===== src/rtl/result_writeback.sv =====
// result_writeback: adds bias to a raw DSP accumulator, applies leaky ReLU, saturates
// to 18-bit Q(FRAC_BITS) and queues the write in a show-ahead FIFO towards feature-map memory.
module result_writeback #(
    parameter int unsigned FRAC_BITS  = 8,
    parameter int unsigned LEAK_SHIFT = 3,
    parameter int unsigned FIFO_DEPTH = 4
) (
    input  logic               clk,
    input  logic               rst,
    input  logic               result_ready,
    input  logic signed [47:0] result_data,
    input  logic signed [17:0] filter_bias,
    input  logic [7:0]         center_x_input,
    input  logic [7:0]         center_y_input,
    input  logic               center_write_enable,
    input  logic [7:0]         out_width,
    output logic               mem_write_en,
    output logic [15:0]        mem_addr,
    output logic signed [17:0] mem_data,
    input  logic               mem_ready,
    output logic               overflow,
    output logic               idle
);
    localparam int unsigned ACC_W  = 48;
    localparam int unsigned SUM_W  = ACC_W + 1;
    localparam int unsigned ADDR_W = 16;
    localparam int unsigned DATA_W = 18;
    localparam int unsigned PTR_W  = $clog2(FIFO_DEPTH);
    localparam int unsigned CNT_W  = $clog2(FIFO_DEPTH + 1);

    localparam logic signed [SUM_W-1:0] SAT_MAX = SUM_W'((longint'(1) <<< (DATA_W - 1)) - longint'(1));
    localparam logic signed [SUM_W-1:0] SAT_MIN = -SAT_MAX - SUM_W'(1);

    typedef struct packed {
        logic [ADDR_W-1:0] addr;
        logic [DATA_W-1:0] data;
    } entry_t;

    logic [ADDR_W-1:0]       addr_q, addr_d;
    logic                    s1_valid_q, s1_valid_d;
    logic signed [SUM_W-1:0] s1_sum_q, s1_sum_d;
    logic [ADDR_W-1:0]       s1_addr_q, s1_addr_d;
    logic [CNT_W-1:0]        count_q, count_d;
    logic [PTR_W-1:0]        rd_ptr_q, rd_ptr_d;
    logic [PTR_W-1:0]        wr_ptr_q, wr_ptr_d;
    entry_t                  head_q, head_d;
    logic                    mem_write_en_q, mem_write_en_d;
    logic                    overflow_q, overflow_d;
    logic                    idle_q, idle_d;
    entry_t                  fifo_q [FIFO_DEPTH];

    logic signed [SUM_W-1:0] act_full;
    logic [DATA_W-1:0]       act_sat;
    entry_t                  push_entry;
    logic                    push, pop, full, accept;
    logic [CNT_W-1:0]        remain;

    // Centre address latch and stage 1 (bias add, address capture)
    always_comb begin
        addr_d     = addr_q;
        s1_valid_d = result_ready;
        s1_sum_d   = s1_sum_q;
        s1_addr_d  = s1_addr_q;
        if (center_write_enable) begin
            addr_d = ADDR_W'(ADDR_W'(center_y_input) * ADDR_W'(out_width)) + ADDR_W'(center_x_input);
        end
        if (result_ready) begin
            s1_sum_d  = SUM_W'(result_data) + (SUM_W'(filter_bias) <<< FRAC_BITS);
            s1_addr_d = addr_q;
        end
    end

    // Stage 2: drop fraction, leak negatives, saturate
    always_comb begin
        act_full = s1_sum_q >>> FRAC_BITS;
        if (act_full[SUM_W-1]) begin
            act_full = act_full >>> LEAK_SHIFT;
        end
        if (act_full > SAT_MAX) begin
            act_sat = {1'b0, {(DATA_W-1){1'b1}}};
        end else if (act_full < SAT_MIN) begin
            act_sat = {1'b1, {(DATA_W-1){1'b0}}};
        end else begin
            act_sat = DATA_W'(act_full);
        end
        push_entry = '{addr: s1_addr_q, data: act_sat};
    end

    // FIFO control; head register is preloaded so outputs hold when the FIFO drains
    always_comb begin
        push           = s1_valid_q;
        pop            = mem_write_en_q & mem_ready;
        full           = (count_q == CNT_W'(FIFO_DEPTH));
        accept         = push & (~full | pop);
        remain         = count_q - CNT_W'(pop);
        count_d        = remain + CNT_W'(accept);
        rd_ptr_d       = pop ? rd_ptr_q + PTR_W'(1) : rd_ptr_q;
        wr_ptr_d       = accept ? wr_ptr_q + PTR_W'(1) : wr_ptr_q;
        head_d         = head_q;
        if (remain != '0) begin
            head_d = fifo_q[rd_ptr_d];
        end else if (accept) begin
            head_d = push_entry;
        end
        mem_write_en_d = (count_d != '0);
        overflow_d     = overflow_q | (push & full & ~pop);
        idle_d         = ~s1_valid_d & (count_d == '0);
    end

    always_ff @(posedge clk or negedge rst) begin
        if (!rst) begin
            addr_q         <= '0;
            s1_valid_q     <= 1'b0;
            s1_sum_q       <= '0;
            s1_addr_q      <= '0;
            count_q        <= '0;
            rd_ptr_q       <= '0;
            wr_ptr_q       <= '0;
            head_q         <= '0;
            mem_write_en_q <= 1'b0;
            overflow_q     <= 1'b0;
            idle_q         <= 1'b1;
        end else begin
            addr_q         <= addr_d;
            s1_valid_q     <= s1_valid_d;
            s1_sum_q       <= s1_sum_d;
            s1_addr_q      <= s1_addr_d;
            count_q        <= count_d;
            rd_ptr_q       <= rd_ptr_d;
            wr_ptr_q       <= wr_ptr_d;
            head_q         <= head_d;
            mem_write_en_q <= mem_write_en_d;
            overflow_q     <= overflow_d;
            idle_q         <= idle_d;
        end
    end

    // Storage needs no reset: occupancy is tracked by count/pointers
    always_ff @(posedge clk) begin
        if (accept) begin
            fifo_q[wr_ptr_q] <= push_entry;
        end
    end

    assign mem_write_en = mem_write_en_q;
    assign mem_addr     = head_q.addr;
    assign mem_data     = head_q.data;
    assign overflow     = overflow_q;
    assign idle         = idle_q;
endmodule


===== config.mk =====
export PLATFORM = sky130hd
export DESIGN_NAME = result_writeback
export DESIGN_NICKNAME = d
export VERILOG_FILES = /design/src/rtl/result_writeback.sv
export SDC_FILE = /design/constraint.sdc
export NUM_CORES = 1
export LEC_CHECK = 0
export ABC_AREA = 1
export ABC_CLOCK_PERIOD_IN_PS = 2600
export BUFFER_PORTS_ARGS = -buffer_cell sky130_fd_sc_hd__buf_4
export CELL_PAD_IN_SITES_DETAIL_PLACEMENT = 0
export CELL_PAD_IN_SITES_GLOBAL_PLACEMENT = 2
export CORE_MARGIN = 1.5
export CORE_UTILIZATION = 33
export CTS_BUF_LIST = sky130_fd_sc_hd__clkbuf_16
export DETAILED_ROUTE_END_ITERATION = 12
export PLACE_DENSITY = 0.87
export SLEW_MARGIN = 20
export SYNTH_ARGS = -nofsm -noshare
export SYNTH_HDL_FRONTEND = slang
export SYNTH_SLANG_ARGS = --single-unit
export TNS_END_PERCENT = 30

===== constraint.sdc =====
create_clock -name clk -period 2.6 [get_ports clk]
set_clock_uncertainty 0.15 [all_clocks]
set_input_delay 0.39 -clock clk [delete_from_list [all_inputs] [get_ports clk]]
set_output_delay 0.39 -clock clk [all_outputs]
set_load 0.03 [all_outputs]

==> results of run 1 <==
[worst paths after layout]
kind	start	to	slack, ns	depth (start not counted)
max	center_x_input[7]	addr_q[14]	-0.85	17
min	filter_bias[0]	s1_sum_q[8]	0.03	4
min in group asynchronous	rst	mem_data[9]	0.20	2
max reg2reg	mem_write_en	mem_addr[11]	0.27	12
max in group asynchronous	rst	idle	1.36	3
min reg2reg	s1_sum_q[36]	s1_sum_q[36]	0.33	2
[layer usage]
layer  up-vias  GRT usage
li1       6675          -
met1      6038      0.233
met2       196      0.282
met3        40     0.0132
met4         0     0.0340
met5         -          0
[per-stage QoR]
stage | total power [uW] | setup WS (ns)
5_1_grt | 20100 | -0.960
4_1_cts | 18700 | -0.823
6_report | 18700 | -0.851
3_5_place_dp | 14600 | -1.49
3_3_place_gp | 14500 | -1.45
2_1_floorplan | 11600 | -1.26
[area by class of cell]
type	instances	area, sq um
Fill cell	4857	28300
Multi-Input combinational cell	1399	7770
Sequential cell	254	7040
Timing Repair Buffer	207	1750
Inverter	278	1050
Tap cell	615	769
Clock buffer	27	676
Clock inverter	22	215
[cells by family after synthesis]
logic type	Yosys count	share of synthesized area
XOR/XNOR	29	0.0165
flip-flops	254	0.443
buffers and inverters	349	0.0862
AO/OA/AOI/OAI	206	0.0710
adder cells (fa/ha/maj)	129	0.123
AND/OR/NAND/NOR	1035	0.260
[synthesized netlist by cell type]
| library cell | count | share of area |
|---|---|---|
| nand2_1 | 753 | 0.18 |
| inv_1 | 273 | 0.065 |
| edfxtp_1 | 136 | 0.26 |
| nand3_1 | 136 | 0.043 |
| dfrtp_1 | 117 | 0.18 |
| nor2_1 | 116 | 0.027 |
| o21ai_0 | 94 | 0.030 |
| ha_1 | 84 | 0.066 |
| a21oi_1 | 77 | 0.024 |
| clkbuf_1 | 53 | 0.013 |
| fa_1 | 45 | 0.057 |
| xnor2_1 | 17 | 0.0094 |
| a22oi_1 | 16 | 0.0076 |
| xor2_1 | 11 | 0.0061 |
| nand2_2 | 8 | 0.0032 |
| buf_1 | 6 | 0.0014 |
| buf_6 | 6 | 0.0043 |
| nor3_1 | 6 | 0.0019 |
| or2_2 | 6 | 0.0024 |
| buf_2 | 5 | 0.0016 |
| nand4_1 | 5 | 0.0020 |
| o21bai_1 | 4 | 0.0019 |
| a31oi_1 | 3 | 0.0012 |
| and2_1 | 3 | 0.0012 |
| o21ai_1 | 3 | 0.00095 |
| clkinv_1 | 2 | 0.00047 |
| inv_2 | 2 | 0.00047 |
| nand3b_1 | 2 | 0.00095 |
| o211ai_1 | 2 | 0.00095 |
| o21a_1 | 2 | 0.00095 |
| o22ai_1 | 2 | 0.00079 |
| buf_4 | 1 | 0.00047 |
| dfstp_2 | 1 | 0.0017 |
| inv_4 | 1 | 0.00039 |
| o21ai_2 | 1 | 0.00055 |
| o21ai_4 | 1 | 0.0010 |
| o21bai_4 | 1 | 0.0012 |
| xor2_2 | 1 | 0.0010 |
[flip-flops by register name, summed over array words and instances (netlist names), 3 cells and up]
name,count
s1_sum_q,41
addr_q,16
mem_data,18
fifo_q,136
count_q,3
s1_addr_q,16
mem_addr,16
[where the power goes]
group	leakage (uW)	internal [uW]	switching (uW)
logic	0.00632	3380	5290
registers	0.00266	5610	632
clock network	0.000431	2220	1620
[tightest hold or removal path: cells and delay by family]
| kind | cells | cell delay, ns |
|---|---|---|
| simple gates | 1 | 0.04 |
| buf+inv | 1 | 0.08 |
| fa+ha+maj | 1 | 0.11 |
| compound gates | 1 | 0.05 |
[what timing repair did]
| item | CTS | global route |
|---|---|---|
| gates cloned | 0 | 0 |
| hold buffers | 2 | 0 |
| setup endpoints to repair | 12 | 20 |
| gates resized for setup | 50 | 22 |
| pin swaps | 22 | 12 |
| endpoints found under the hold margin | 21 | 0 |
==> flow_metrics.tcl, run 1 <==
set metrics [dict create \
    grt_usage 0.166 \
    finalSetupTns_ns -8.32 \
    grt_pass1_wl_um 67400 \
    clk-insertion-delay-late_ns 0.53 \
    layout-drive-gt1-share 0.157 \
    initial_core_util 0.334 \
    viasPerCell 4.62 \
    final_hold_viol_count 0 \
    slowest_delay_ns 0.55 \
    grt_pass1_vias 12891 \
    num_antenna_cells 0 \
    final_util 0.405 \
    die-area_sq_um 49400 \
    gp_congestion 0.862 \
    synthCells 2002 \
    ys_seq_area_frac 0.443 \
    setup_viol 12 \
    layout_commonest_cell "nand2_1" \
    met3_length_um 1310 \
    worstSetupPathType "in -> reg" \
    io_buffer_count 123 \
    rsz0062_at_grt "yes" \
    violations "negative setup slack" \
    die_h_um 222 \
    cts_inserted_buffers 27 \
    postSynthAreaPerCell_sq_um 7.93 \
    nets 2391 \
    synth_nets 2226 \
    cap_viol_max_count 0 \
    p_per_area_nw_per_um2 973 \
    yosysUniqueCellTypes 38 \
    dp_cells 2751 \
    cts_max_level 1 \
    final_cells 2802 \
    final_cell_mix "nand2_1 (732), inv_1 (262), buf_4 (177)" \
    root_buffer "clkbuf_16" \
    ant_nets 0 \
    peakVddDrop_mv 0.466 \
    tritoncts "built" \
    min_path_type "in -> reg" \
    worstPathRequired_ns 2.87 \
    cp_max_fo 4 \
    outcome "finished with violations" \
    syn_area_sq_um 15900 \
    via_count 12949 \
    grt.overflow.total 0 \
    fmax_ghz 0.290 \
    tightest_slew_ns 0.464 \
    areaGrowthSynthToFinish_pct 21.4 \
    setup_ws_ns -0.851 \
    dr_wl_met2_um 19100 \
    hpwl_um 31000 \
    ios 132 \
    ys_ff_latch 254 \
    critPathBufInv 5 \
    critical_path.slowest_cell "fa_1" \
    drt_iter0_markers 638 \
    start_kind "primary input" \
    core_area_sq_um 47500 \
    antenna_found_initial 0 \
    totalWireLength_um 40900 \
    fin_crit_ns 3.45 \
    cpMostUsedCell "fa_1" \
    die_x_um 222 \
    drv_slew 0 \
    row_count 80 \
    post-route-period-util 1.33 \
    wl_met1_um 19900 \
    top_layer "met4" \
    max_slew_margin 0.690 \
    first_pass_iters 5 \
    final_area_sq_um 19300 \
    post-cts-setup-buffers 0 \
    drc 0 \
    end_kind "flip-flop" \
    cts.sinks 254 \
    placed_area_sq_um 18100 \
    hold_slack_ns 0.0305 \
    cts_buffer_depth 3 \
    clkTransAtPathRegs_ns 0.06 \
    wire_per_inst_um 14.6 \
    cp_top_family "adder cells" \
    cp.arrival_ns 3.72 \
    path_cells "buf_4 -> inv_2 -> fa_1 -> inv_2 -> fa_1 -> fa_1 -> inv_1 -> fa_1 -> inv_2 -> ha_4 -> a21oi_4 -> o21ai_2 -> nand2_1 -> nand3_1 -> or2_4 -> nand3_2 -> nand2_1" \
    yosys_warnings 0 \
    grt_max_degree 78 \
    power.leakage_uw 0.00941 \
]
No activity file was read; power rests on OpenSTA's default activity.
==> inputs of run 2 (changes only) <==
GPL_TIMING_DRIVEN = 0   (was unset)
==> flow_metrics.tcl, run 2 (synthesis gave the netlist of run 1 again) <==
set metrics [dict create \
    multi_input_area_sq_um 7970 \
    violations "negative setup slack" \
    hold-path-cell-count 4 \
    via_count 12866 \
    use_met2 0.289 \
    fmax_ghz 0.286 \
    hold_slack_ns 0.0361 \
    cp_max_fo 8 \
    grt_max_degree 64 \
    cts_buffer_depth 3 \
    cts.sinks 254 \
    gp_congestion 0.816 \
    io_buffer_count 106 \
    layout_commonest_cell "nand2_1" \
    root_buffer "clkbuf_16" \
    clkTransAtPathRegs_ns 0.06 \
    max_slew_margin 0.506 \
    peakVddDrop_mv 0.449 \
    viasPerCell 4.60 \
    setup_ws_ns -0.892 \
    hpwl_um 32400 \
    nets 2385 \
    met3_usage 0.0134 \
    antenna_found_initial 0 \
    drv_slew 0 \
    wire_per_inst_um 14.8 \
    num-fill-cells 4794 \
    r2r_setup_slack_ns 0.17 \
    grt.overflow.total 0 \
    drc 0 \
    worstPathRequired_ns 2.86 \
    post-route-period-util 1.34 \
    placed_area_sq_um 17900 \
    die_h_um 222 \
    final_cell_mix "nand2_1 (730), inv_1 (260), edfxtp_1 (136)" \
    cts_max_level 1 \
    drt_iter0_markers 707 \
    grt_pass1_wl_um 67800 \
    final_util 0.408 \
    r2r_cells 12 \
    start_kind "primary input" \
    die-area_sq_um 49400 \
    fin_crit_ns 3.49 \
    die_x_um 222 \
    setup_viol 12 \
    num_antenna_cells 0 \
    cp.arrival_ns 3.75 \
    min_path_type "in -> reg" \
    power.leakage_uw 0.00939 \
    grt_pass1_vias 12927 \
    ant_nets 0 \
    cap_viol_max_count 0 \
    totalWireLength_um 41400 \
    largest_reg_flops 136 \
    busiest_layer "met2" \
    core_area_sq_um 47500 \
    tritoncts "built" \
    cp-startpoint "out_width[5]" \
    row_count 80 \
    grt_usage 0.168 \
    regArea_sq_um 7040 \
    outcome "finished with violations" \
    cts_inserted_buffers 26 \
    rsz0062_at_grt "yes" \
    initial_core_util 0.334 \
    p_per_area_nw_per_um2 964 \
    grt_use_met1 0.233 \
    final_hold_viol_count 0 \
    hp-start "filter_bias[0]" \
    layout-drive-gt1-share 0.145 \
    final_area_sq_um 19400 \
    reg2reg_from "mem_write_en" \
    worstSetupPathType "in -> reg" \
    areaGrowthSynthToFinish_pct 22.2 \
    min_to "s1_sum_q[8]" \
    top_register "fifo_q" \
    clk-insertion-delay-late_ns 0.53 \
    ios 132 \
    end_kind "flip-flop" \
    tightest_slew_ns 0.739 \
    r2r_end "mem_addr[13]" \
    first_pass_iters 6 \
]
[run 2: cell count changes in the layout (fill, tap and decap cells not counted), moves of 6 or more]
| cell | delta |
|---|---|
| buf_4 | -57 |
| clkbuf_1 | +31 |
| clkbuf_16 | +11 |
| inv_2 | +11 |
| nand2_4 | +11 |
| nand2_2 | -9 |
| buf_1 | +6 |
| buf_12 | -6 |
[run 2: final cells by class]
class / count / area share
buffer: 71 / 0.0326
timing repair buffer: 131 / 0.0573
multi-input combinational: 1399 / 0.411
inverter: 278 / 0.0542
tap: 615 / 0.0397
clock inverter: 21 / 0.00755
clock buffer: 27 / 0.0348
sequential: 254 / 0.363
[run 2: timing repair]
item                                    in CTS  in global routing
hold buffers                                 2                  0
buffers inserted                             9                  9
pin swaps                                   32                 33
endpoints found under the setup margin      46                 48
hold endpoints to repair                    63                  0
gates resized for setup                     74                 60
[run 2: how the worst max path moves through the flow]
stage	end	slack, ns
after CTS	addr_q[15]	-0.85
after global placement	addr_q[15]	-1.57
after floorplan	addr_q[14]	-1.26
after global routing	addr_q[15]	-0.98
after detailed placement	addr_q[11]	-1.54
final	addr_q[14]	-0.89
[run 2: report_power, final]
group / internal (uW) / switching (uW)
logic: 3340 / 5530
registers: 5610 / 633
clock network: 2070 / 1520
[run 2: routing by layer]
layer / routed length (um) / up-vias
li1: - / 6667
met1: 19600 / 5958
met2: 19900 / 207
met3: 1380 / 34
met4: 525 / 0
met5: 0 / -
[run 2: critical path, cell delays in order]
cell       delay (ns)
clkbuf_16        0.14
nand2_4          0.06
inv_2            0.03
fa_1             0.50
fa_1             0.50
fa_1             0.51
inv_2            0.04
fa_1             0.51
inv_2            0.05
ha_4             0.27
a21oi_4          0.15
o21ai_2          0.09
nand2_1          0.08
nand3_2          0.08
or2_4            0.23
nand3_2          0.06
nand2_1          0.05
[run 2: per-stage QoR]
step	setup slack (ns)	TNS, ns	total power, uW	std cells
floorplan	-1.26	-47.75	11600	2002
global placement	-1.57	-197.02	14000	2723
detailed placement	-1.54	-32.10	14300	2728
CTS	-0.854	-8.07	18500	2787
global route	-0.977	-9.27	20100	2796
finish	-0.892	-8.26	18700	2796
==> inputs of run 3 (changes only) <==
ABC_CLOCK_PERIOD_IN_PS = 4500   (was 2600)
CORE_UTILIZATION = 39   (was 33)
PLACE_DENSITY = 0.95   (was 0.87)
clock period = 4.5 ns   (was 2.6 ns; I/O delays follow)
==> flow_metrics.tcl, run 3 (synthesis gave the netlist of run 1 again) <==
set metrics [dict create \
    post-cts-setup-buffers 0 \
    hpwl_um 31100 \
    p_per_area_nw_per_um2 545 \
    start_kind "primary input" \
    worstPathRequired_ns 4.76 \
    viasPerCell 4.78 \
    root_buffer "clkbuf_16" \
    ios 132 \
    end_kind "flip-flop" \
    tritoncts "built" \
    gp_congestion 0.839 \
    fin_crit_ns 4.23 \
    via_count 12848 \
    final_cell_mix "nand2_1 (753), inv_1 (283), nand3_1 (136), edfxtp_1 (136), dfrtp_1 (117)" \
    ant_nets 0 \
    grt_pass1_wl_um 66200 \
    layout-drive-gt1-share 0.0939 \
    final_cells 2687 \
    cap_viol_max_count 0 \
    clk-insertion-delay-late_ns 0.52 \
    power.total_uw 9990 \
    drv_slew 0 \
    largest_reg_flops 136 \
    totalWireLength_um 39700 \
    min_path_type "in -> reg" \
    die_h_um 205 \
    die_x_um 205 \
    num-fill-cells 3987 \
    finalSetupTns_ns 0 \
    power.leakage_uw 0.00907 \
    core_area_sq_um 39900 \
    grt_pass1_vias 12628 \
    clkTransAtPathRegs_ns 0.06 \
    setup_viol 0 \
    rsz0062_at_grt "no" \
    drc 0 \
    tightest_slew_ns 0.626 \
    nets 2366 \
    num_antenna_cells 0 \
    die-area_sq_um 41900 \
    initial_core_util 0.398 \
    post-route-period-util 0.940 \
    fmax_ghz 0.236 \
    final_util 0.459 \
    cts_inserted_buffers 26 \
    peakVddDrop_mv 0.240 \
    layout_commonest_cell "nand2_1" \
    cp_max_fo 8 \
    hold_slack_ns 0.188 \
    grt_max_degree 65 \
    dp_cells 2638 \
    cts.sinks 254 \
    outcome "finished, final reports clean" \
    cts_buffer_depth 3 \
    grt_usage 0.195 \
    row_count 73 \
    antenna_found_initial 0 \
    cts_max_level 1 \
    cp.arrival_ns 4.49 \
    final_hold_viol_count 0 \
    grt.overflow.total 0 \
    areaGrowthSynthToFinish_pct 15.5 \
    io_buffer_count 106 \
    drt_iter0_markers 766 \
    worstSetupPathType "in -> reg" \
    wire_per_inst_um 14.8 \
    top_register "fifo_q" \
    max_slew_margin 0.583 \
    first_pass_iters 5 \
]
## run 3: cell types whose count changed in the layout (fill, tap and decap cells not counted), moves of 14 or more
cell and delta:
buf_4 -14, inv_1 +23, inv_2 -23, nand2_1 +23, nand2_4 -15, o21ai_0 +14
## run 3: cell type report
class	instances	area (sq um)	area share
Clock buffer	27	676	0.0369
Inverter	278	1050	0.0571
Clock inverter	21	146	0.00799
Buffer	71	339	0.0185
Timing Repair Buffer	112	925	0.0504
Tap cell	525	657	0.0358
Multi-Input combinational cell	1399	7500	0.409
Sequential cell	254	7040	0.384
## run 3: power breakdown
group          switching (uW)  total [uW]  internal, uW
sequential                366        3610          3240
combinational            2840        4320          1480
clock                     868        2060          1190
total                    4080        9990          5910
## run 3: final timing paths
check                                  start  cells after the start  slack, ns      endpoint
max in group asynchronous                rst                      3       2.88          idle
worst min-delay path            result_ready                      1       0.19          push
worst max-delay path            out_width[7]                     17       0.27    addr_q[14]
min in group asynchronous                rst                      2       0.55  mem_data[10]
worst min register to register     addr_q[4]                      2       0.32  s1_addr_q[4]
worst max register to register  mem_write_en                     11       1.52   mem_addr[8]
## run 3: critical path, cell delays in order
cell      delay, ns
clkbuf_2       0.19
nand2_1        0.11
fa_1           0.52
fa_1           0.55
inv_1          0.06
fa_1           0.54
inv_1          0.06
fa_1           0.52
inv_1          0.04
ha_1           0.36
a21oi_2        0.18
o21ai_0        0.12
nand2_1        0.08
nand3_1        0.08
or2_2          0.28
nand3_1        0.07
nand2_1        0.05
## run 3: repair_timing
item | in CTS | in global routing
hold buffers | 1 | 0
resized for setup | 0 | 14
endpoints found under the hold margin | 23 | 0
endpoints found under the setup margin | 0 | 5
## run 3: per-stage QoR
stage / setup WS (ns) / instance area (sq um)
3_5_place_dp: -0.454 / 17500
5_1_grt: 0.0429 / 18300
4_1_cts: 0.0840 / 18300
3_3_place_gp: -0.416 / 17300
6_report: 0.270 / 18300
2_1_floorplan: 0.000884 / 15900
## run 3: routing by layer
layer,global-route usage,routed length [um],share of wire
met1,0.286,19900,0.50
met3,0.0151,1370,0.034
met5,0,0,0
met2,0.322,18100,0.46
met4,0.0265,341,0.0086
